**src/rtl/axi_master_pkg.sv**
```systemverilog
// Shared types and constants for the simple AXI3 master.
package axi_master_pkg;

    typedef enum logic [2:0] {
        ST_IDLE,
        ST_AW,
        ST_W,
        ST_B,
        ST_AR,
        ST_R
    } state_e;

    localparam logic [1:0] BURST_INCR  = 2'b01;
    localparam logic [1:0] RESP_OKAY   = 2'b00;
    localparam logic [1:0] RESP_EXOKAY = 2'b01;
    localparam logic [1:0] RESP_SLVERR = 2'b10;
    localparam logic [1:0] RESP_DECERR = 2'b11;

    function automatic logic [2:0] size_from_width(input int unsigned width);
        return 3'($clog2(width / 8));
    endfunction

endpackage

```
**src/rtl/axi_master_timer.sv**
```systemverilog
// Response-wait watchdog: down-counter reloaded while idle or on clear, expires at terminal count.
module axi_master_timer #(
    parameter int unsigned TIMEOUT = 1024
) (
    input  logic clk,
    input  logic rst,
    input  logic en,
    input  logic clr,
    output logic expire
);

    localparam int unsigned     CW   = $clog2(TIMEOUT + 1);
    localparam logic [CW-1:0]   LOAD = CW'(TIMEOUT - 1);

    logic [CW-1:0] cnt_q, cnt_d;

    always_comb begin
        cnt_d = cnt_q;
        if (!en || clr) begin
            cnt_d = LOAD;
        end else if (cnt_q != '0) begin
            cnt_d = cnt_q - CW'(1);
        end
    end

    always_ff @(posedge clk) begin
        if (!rst) begin
            cnt_q <= LOAD;
        end else begin
            cnt_q <= cnt_d;
        end
    end

    // Expiry fires on the TIMEOUT-th waiting cycle; the caller gives a handshake priority.
    assign expire = en && (cnt_q == '0);

endmodule

```
**src/rtl/axi_simple_master.sv**
```systemverilog
// Single-outstanding AXI3 master: one INCR burst per command, streamed data, one-cycle completion.
module axi_simple_master
    import axi_master_pkg::*;
#(
    parameter int unsigned ADDR_WIDTH = 32,
    parameter int unsigned DATA_WIDTH = 32,
    parameter int unsigned TIMEOUT    = 1024
) (
    input  logic                    clk,
    input  logic                    rst,
    input  logic                    cmd_valid,
    output logic                    cmd_ready,
    input  logic                    cmd_write,
    input  logic [3:0]              cmd_id,
    input  logic [ADDR_WIDTH-1:0]   cmd_addr,
    input  logic [3:0]              cmd_len,
    input  logic                    wd_valid,
    output logic                    wd_ready,
    input  logic [DATA_WIDTH-1:0]   wd_data,
    input  logic [DATA_WIDTH/8-1:0] wd_strb,
    output logic                    rd_valid,
    input  logic                    rd_ready,
    output logic [DATA_WIDTH-1:0]   rd_data,
    output logic                    rd_last,
    output logic [1:0]              rd_resp,
    output logic                    done_valid,
    output logic                    done_write,
    output logic [3:0]              done_id,
    output logic [1:0]              done_resp,
    output logic [3:0]              AWID,
    output logic [ADDR_WIDTH-1:0]   AWADDR,
    output logic [3:0]              AWLEN,
    output logic [2:0]              AWSIZE,
    output logic [1:0]              AWBURST,
    output logic                    AWVALID,
    input  logic                    AWREADY,
    output logic [3:0]              WID,
    output logic [DATA_WIDTH-1:0]   WDATA,
    output logic [DATA_WIDTH/8-1:0] WSTRB,
    output logic                    WLAST,
    output logic                    WVALID,
    input  logic                    WREADY,
    input  logic [3:0]              BID,
    input  logic [1:0]              BRESP,
    input  logic                    BVALID,
    output logic                    BREADY,
    output logic [3:0]              ARID,
    output logic [ADDR_WIDTH-1:0]   ARADDR,
    output logic [3:0]              ARLEN,
    output logic [2:0]              ARSIZE,
    output logic [1:0]              ARBURST,
    output logic                    ARVALID,
    input  logic                    ARREADY,
    input  logic [3:0]              RID,
    input  logic [DATA_WIDTH-1:0]   RDATA,
    input  logic [1:0]              RRESP,
    input  logic                    RLAST,
    input  logic                    RVALID,
    output logic                    RREADY
);

    localparam logic [2:0] AXSIZE = size_from_width(DATA_WIDTH);

    state_e                  state_q, state_d;
    logic [3:0]              id_q, id_d, len_q, len_d, cnt_q, cnt_d;
    logic [ADDR_WIDTH-1:0]   addr_q, addr_d;
    logic [1:0]              acc_q, acc_d;
    logic                    err_q, err_d;
    logic                    done_valid_q, done_valid_d, done_write_q, done_write_d;
    logic [3:0]              done_id_q, done_id_d;
    logic [1:0]              done_resp_q, done_resp_d;
    logic                    timer_clr, timer_expire;

    axi_master_timer #(.TIMEOUT(TIMEOUT)) u_timer (
        .clk    (clk),
        .rst    (rst),
        .en     ((state_q == ST_B) || (state_q == ST_R)),
        .clr    (timer_clr),
        .expire (timer_expire)
    );

    always_comb begin
        state_d      = state_q;
        id_d         = id_q;
        addr_d       = addr_q;
        len_d        = len_q;
        cnt_d        = cnt_q;
        acc_d        = acc_q;
        err_d        = err_q;
        done_valid_d = 1'b0;
        done_write_d = done_write_q;
        done_id_d    = done_id_q;
        done_resp_d  = done_resp_q;
        timer_clr    = 1'b0;
        case (state_q)
            ST_IDLE: if (cmd_valid) begin
                id_d    = cmd_id;
                addr_d  = cmd_addr;
                len_d   = cmd_len;
                cnt_d   = 4'd0;
                acc_d   = RESP_OKAY;
                err_d   = 1'b0;
                state_d = cmd_write ? ST_AW : ST_AR;
            end
            ST_AW: if (AWREADY) state_d = ST_W;
            ST_W: if (wd_valid && WREADY) begin
                cnt_d = cnt_q + 4'd1;
                if (cnt_q == len_q) state_d = ST_B;
            end
            ST_B: begin
                if (BVALID) begin
                    timer_clr    = 1'b1;
                    done_valid_d = 1'b1;
                    done_resp_d  = (BID != id_q) ? RESP_SLVERR : BRESP;
                end else if (timer_expire) begin
                    done_valid_d = 1'b1;
                    done_resp_d  = RESP_DECERR;
                end
                if (done_valid_d) begin
                    done_write_d = 1'b1;
                    done_id_d    = id_q;
                    state_d      = ST_IDLE;
                end
            end
            ST_AR: if (ARREADY) state_d = ST_R;
            ST_R: begin
                if (RVALID && rd_ready) begin
                    timer_clr = 1'b1;
                    cnt_d     = cnt_q + 4'd1;
                    acc_d     = (RRESP > acc_q) ? RRESP : acc_q;
                    // A protocol error anywhere in the burst outranks the slave's own codes.
                    err_d     = err_q || (RID != id_q) || (RLAST && (cnt_q != len_q));
                    if (RLAST) begin
                        done_valid_d = 1'b1;
                        done_resp_d  = err_d ? RESP_SLVERR : acc_d;
                    end
                end else if (timer_expire) begin
                    done_valid_d = 1'b1;
                    done_resp_d  = RESP_DECERR;
                end
                if (done_valid_d) begin
                    done_write_d = 1'b0;
                    done_id_d    = id_q;
                    state_d      = ST_IDLE;
                end
            end
            default: state_d = ST_IDLE;
        endcase
    end

    always_ff @(posedge clk) begin
        if (!rst) begin
            state_q      <= ST_IDLE;
            id_q         <= '0;
            addr_q       <= '0;
            len_q        <= '0;
            cnt_q        <= '0;
            acc_q        <= RESP_OKAY;
            err_q        <= 1'b0;
            done_valid_q <= 1'b0;
            done_write_q <= 1'b0;
            done_id_q    <= '0;
            done_resp_q  <= RESP_OKAY;
        end else begin
            state_q      <= state_d;
            id_q         <= id_d;
            addr_q       <= addr_d;
            len_q        <= len_d;
            cnt_q        <= cnt_d;
            acc_q        <= acc_d;
            err_q        <= err_d;
            done_valid_q <= done_valid_d;
            done_write_q <= done_write_d;
            done_id_q    <= done_id_d;
            done_resp_q  <= done_resp_d;
        end
    end

    assign cmd_ready  = rst && (state_q == ST_IDLE);

    assign AWVALID    = (state_q == ST_AW);
    assign AWID       = id_q;
    assign AWADDR     = addr_q;
    assign AWLEN      = len_q;
    assign AWSIZE     = AXSIZE;
    assign AWBURST    = BURST_INCR;

    assign WVALID     = (state_q == ST_W) && wd_valid;
    assign wd_ready   = (state_q == ST_W) && WREADY;
    assign WID        = id_q;
    assign WDATA      = wd_data;
    assign WSTRB      = wd_strb;
    assign WLAST      = (state_q == ST_W) && (cnt_q == len_q);

    assign BREADY     = (state_q == ST_B);

    assign ARVALID    = (state_q == ST_AR);
    assign ARID       = id_q;
    assign ARADDR     = addr_q;
    assign ARLEN      = len_q;
    assign ARSIZE     = AXSIZE;
    assign ARBURST    = BURST_INCR;

    assign rd_valid   = (state_q == ST_R) && RVALID;
    assign RREADY     = (state_q == ST_R) && rd_ready;
    assign rd_data    = RDATA;
    assign rd_resp    = RRESP;
    assign rd_last    = RLAST;

    assign done_valid = done_valid_q;
    assign done_write = done_write_q;
    assign done_id    = done_id_q;
    assign done_resp  = done_resp_q;

endmodule

```
**config.mk**
```make
export PLATFORM = sky130hd
export DESIGN_NAME = axi_simple_master
export DESIGN_NICKNAME = d
export VERILOG_FILES = /design/src/rtl/axi_master_pkg.sv /design/src/rtl/axi_master_timer.sv /design/src/rtl/axi_simple_master.sv
export SDC_FILE = /design/constraint.sdc
export NUM_CORES = 1
export LEC_CHECK = 0
export ABC_AREA = 0
export CORE_AREA = 2 2 123 125
export DETAILED_ROUTE_END_ITERATION = 12
export DIE_AREA = 0 0 125 127
export GPL_TIMING_DRIVEN = 0
export HOLD_SLACK_MARGIN = 0.08
export PLACE_DENSITY_LB_ADDON = 0.2
export SLEW_MARGIN = 40
export SYNTH_ARGS = -nofsm -noshare
export SYNTH_HDL_FRONTEND = slang
export SYNTH_SLANG_ARGS = --single-unit
```
**constraint.sdc**
```tcl
create_clock -name clk -period 2.12 [get_ports clk]
set_input_delay 0.212 -clock clk [delete_from_list [all_inputs] [get_ports clk]]
set_output_delay 0.212 -clock clk [all_outputs]
set_load 0.03 [all_outputs]
```
==> results_dict.tcl, run 1 <==
set metrics [dict create \
    cts.sinks 69 \
    drtAntennaViolNets 0 \
    worstMarginPinSlew_ns 0.549 \
    holdWs_ns 0.272 \
    min_period_over_period 0.964 \
    seq_area_frac_synth 0.328 \
    grt_pass1_vias 4257 \
    grt_usage 0.161 \
    antenna_cells 0 \
    clock.fmax_ghz 0.489 \
    async_flop_share 0 \
    grt_pass1_wl_um 21000 \
    htree_levels 3 \
    drt_iter0_markers 205 \
    core_region_area_sq_um 14400 \
    end_kind "flip-flop" \
    grt_max_degree 14 \
    slowest_delay_ns 0.51 \
    die_y_um 127 \
    vias_per_cell 4.48 \
    period_needed_ns 2.04 \
    antenna_found_initial 0 \
    hold_violations 0 \
    crit_path_cell_trace "inv_1 > ha_1 > or4b_4 > nor3_4 > buf_4 > a21oi_2 > o311a_1" \
    areaGrowthSynthToFinish_pct 69.4 \
    critPathKind "reg2reg" \
    cp_slowest_cell "or4b_4" \
    gp_congestion 0.823 \
    path_clk_slew_ns 0.06 \
    synthCells 536 \
    met1Wirelength_um 5590 \
    first_pass_iters 4 \
    cts_buffers 9 \
    power_density_nw_per_um2 947 \
    fin_skew_ns 0.00487 \
    relSlewSlack 0.634 \
    wl_per_cell_um 14.0 \
    syn_area_sq_um 4220 \
    boundaryPins 314 \
    syn_avg_cell_area_sq_um 7.86 \
    routed.top_layer "met4" \
    finalSetupViolations 0 \
    io_buffers 233 \
    ys_warn_count 0 \
    stdcell_area_sq_um 7140 \
    cp.required_ns 2.34 \
    place_area_sq_um 6810 \
    synthDistinctLibCells 56 \
    die-area_sq_um 15900 \
    p_leak_uw 0.00296 \
    hold_path_class "in2reg" \
    critPathMaxFanout 6 \
    synth_seq_cells 69 \
    crit_path_start_kind "flip-flop" \
    vdd_drop_max_mv 0.534 \
    grt_overflow 0 \
    max_cap_violations 0 \
    cts_tree "done" \
    drc_errors 0 \
    synth_ff_type "dfxtp_1" \
    dp_hpwl_um 11000 \
    clkLatencyLatePin_ns 0.33 \
    wl_met2_um 6820 \
    wl_um 13700 \
    rows 44 \
    dr_wl_met3_um 1160 \
    cts_max_path_buffers 2 \
    drive_gt1_frac 0.211 \
    clockRootBuffer "clkbuf_16" \
    status "finished, final reports clean" \
    nets 929 \
    arrival_ns 2.26 \
    drv_slew 0 \
    vias 4389 \
    post-route-util 0.495 \
    synth_edf_count 0 \
    die_width_um 125 \
    rsz0062_at_grt "false" \
    initial_core_util 0.292 \
]
[repair_timing]
action | CTS | global route
setup buffers | 0 | 3
pin swaps | 0 | 1
endpoints found under the hold margin | 0 | 0
endpoints found under the setup margin | 6 | 11
gates resized for setup | 6 | 9
hold buffers | 0 | 0
[area by class of cell]
class	instances	area, sq um
Inverter	10	37.5
Clock buffer	10	239
Fill cell	1396	7280
Timing Repair Buffer	236	2350
Tap cell	184	230
Buffer	145	1020
Sequential cell	69	1380
Multi-Input combinational cell	320	1830
Clock inverter	6	47.5
[through the flow]
step                TNS (ns)  worst slack, ns  power, uW  instances
floorplan                  0            0.315       4010        544
global placement       -1.26          -0.0724       5320        961
detailed placement     -3.74           -0.163       5360        961
CTS                        0           0.0136       6810        977
global route               0          0.00358       7130        980
finish                     0           0.0761       6760        980
[layout by cell type, fill, tap and decap left out, types with 10 or more instances in the layout]
cell               n
nor2_1            16
clkdlybuf4s50_1  226
nand2_1          101
buf_4            128
conb_1            10
xor2_1            13
nand3_1           16
dfxtp_1           69
clkbuf_1          14
inv_1             10
a21oi_1           54
[synthesized netlist by cell type, types with 2 or more instances]
cell type / number / area (sq um)
conb_1: 2 / 7.51
and3_1: 7 / 43.8
buf_4: 125 / 938
clkbuf_1: 14 / 52.6
or3_4: 2 / 22.5
a31oi_1: 3 / 18.8
o21a_1: 3 / 22.5
nor2_1: 16 / 60.1
and2_1: 3 / 18.8
nand3b_1: 3 / 22.5
nand2b_1: 5 / 31.3
o311a_1: 2 / 20.0
o21ai_1: 5 / 25.0
inv_1: 10 / 37.5
a211oi_1: 3 / 22.5
nor3b_1: 3 / 22.5
o21ai_0: 8 / 40.0
xnor2_1: 9 / 78.8
buf_2: 6 / 30.0
nor2b_1: 2 / 12.5
nand2_1: 101 / 379
a21oi_1: 55 / 275
xor2_1: 13 / 114
nand4b_1: 2 / 17.5
ha_1: 6 / 75.1
nand3_1: 16 / 80.1
nand4_1: 4 / 25.0
a21o_1: 4 / 30.0
nor3_1: 9 / 45.0
dfxtp_1: 69 / 1380
[worst max-delay path: cells and delay by family (launching register included)]
family,cells,cell delay [ns]
AO/OA/AOI/OAI,2,0.42
adder cells (fa/ha/maj),1,0.21
buffers and inverters,2,0.27
flip-flops,1,0.34
AND/OR/NAND/NOR,2,0.69
[power breakdown]
part           internal (uW)  switching (uW)  leakage [uW]
clock                    831             596      0.000139
combinational           1550            2040       0.00225
sequential              1510             232      0.000563
[flip-flops by register name, summed over array words and instances, names as in the netlist]
register,count
done_id,4
done_resp,2
ARLEN,4
done_valid,1
ARID,4
cnt_q,4
u_timer.cnt_q,11
ARADDR,32
acc_q,2
done_write,1
err_q,1
state_q,3
[path summary, 6_finish.rpt]
kind,from,end,slack [ns],cells past startpoint
hold / removal,BVALID,u_timer.cnt_q[1],0.27,3
setup reg to reg,u_timer.cnt_q[0],state_q[0],0.08,7
hold reg to reg,ARADDR[9],ARADDR[9],0.47,2
setup / recovery,u_timer.cnt_q[0],state_q[0],0.08,7
[logic make-up (layout without fill, tap and decap cells)]
logic type	count (synthesis)	in the layout	share of synthesized area
adders and majority gates	6	6	0.0178
DFF	69	69	0.328
AOI/OAI and AO/OA	98	98	0.145
buffers and inverters	155	407	0.251
xor gates and xnor gates	22	22	0.0457
and+or+nand+nor	183	183	0.209
muxes	1	1	0.00237
other	2	10	0.00178
[metal layers]
layer | track usage | vias to the layer above
met1 | 0.197 | 2000
met5 | 0 | -
met4 | 0.0418 | 0
met2 | 0.283 | 206
li1 | - | 2173
met3 | 0.0406 | 10
Power figures use the tool's default switching activity.
==> run 2: changes to the inputs <==
HOLD_SLACK_MARGIN = unset   (was 0.08)
==> results of run 2 <==
Final layout, timing and power as in run 1 (identical DEF).
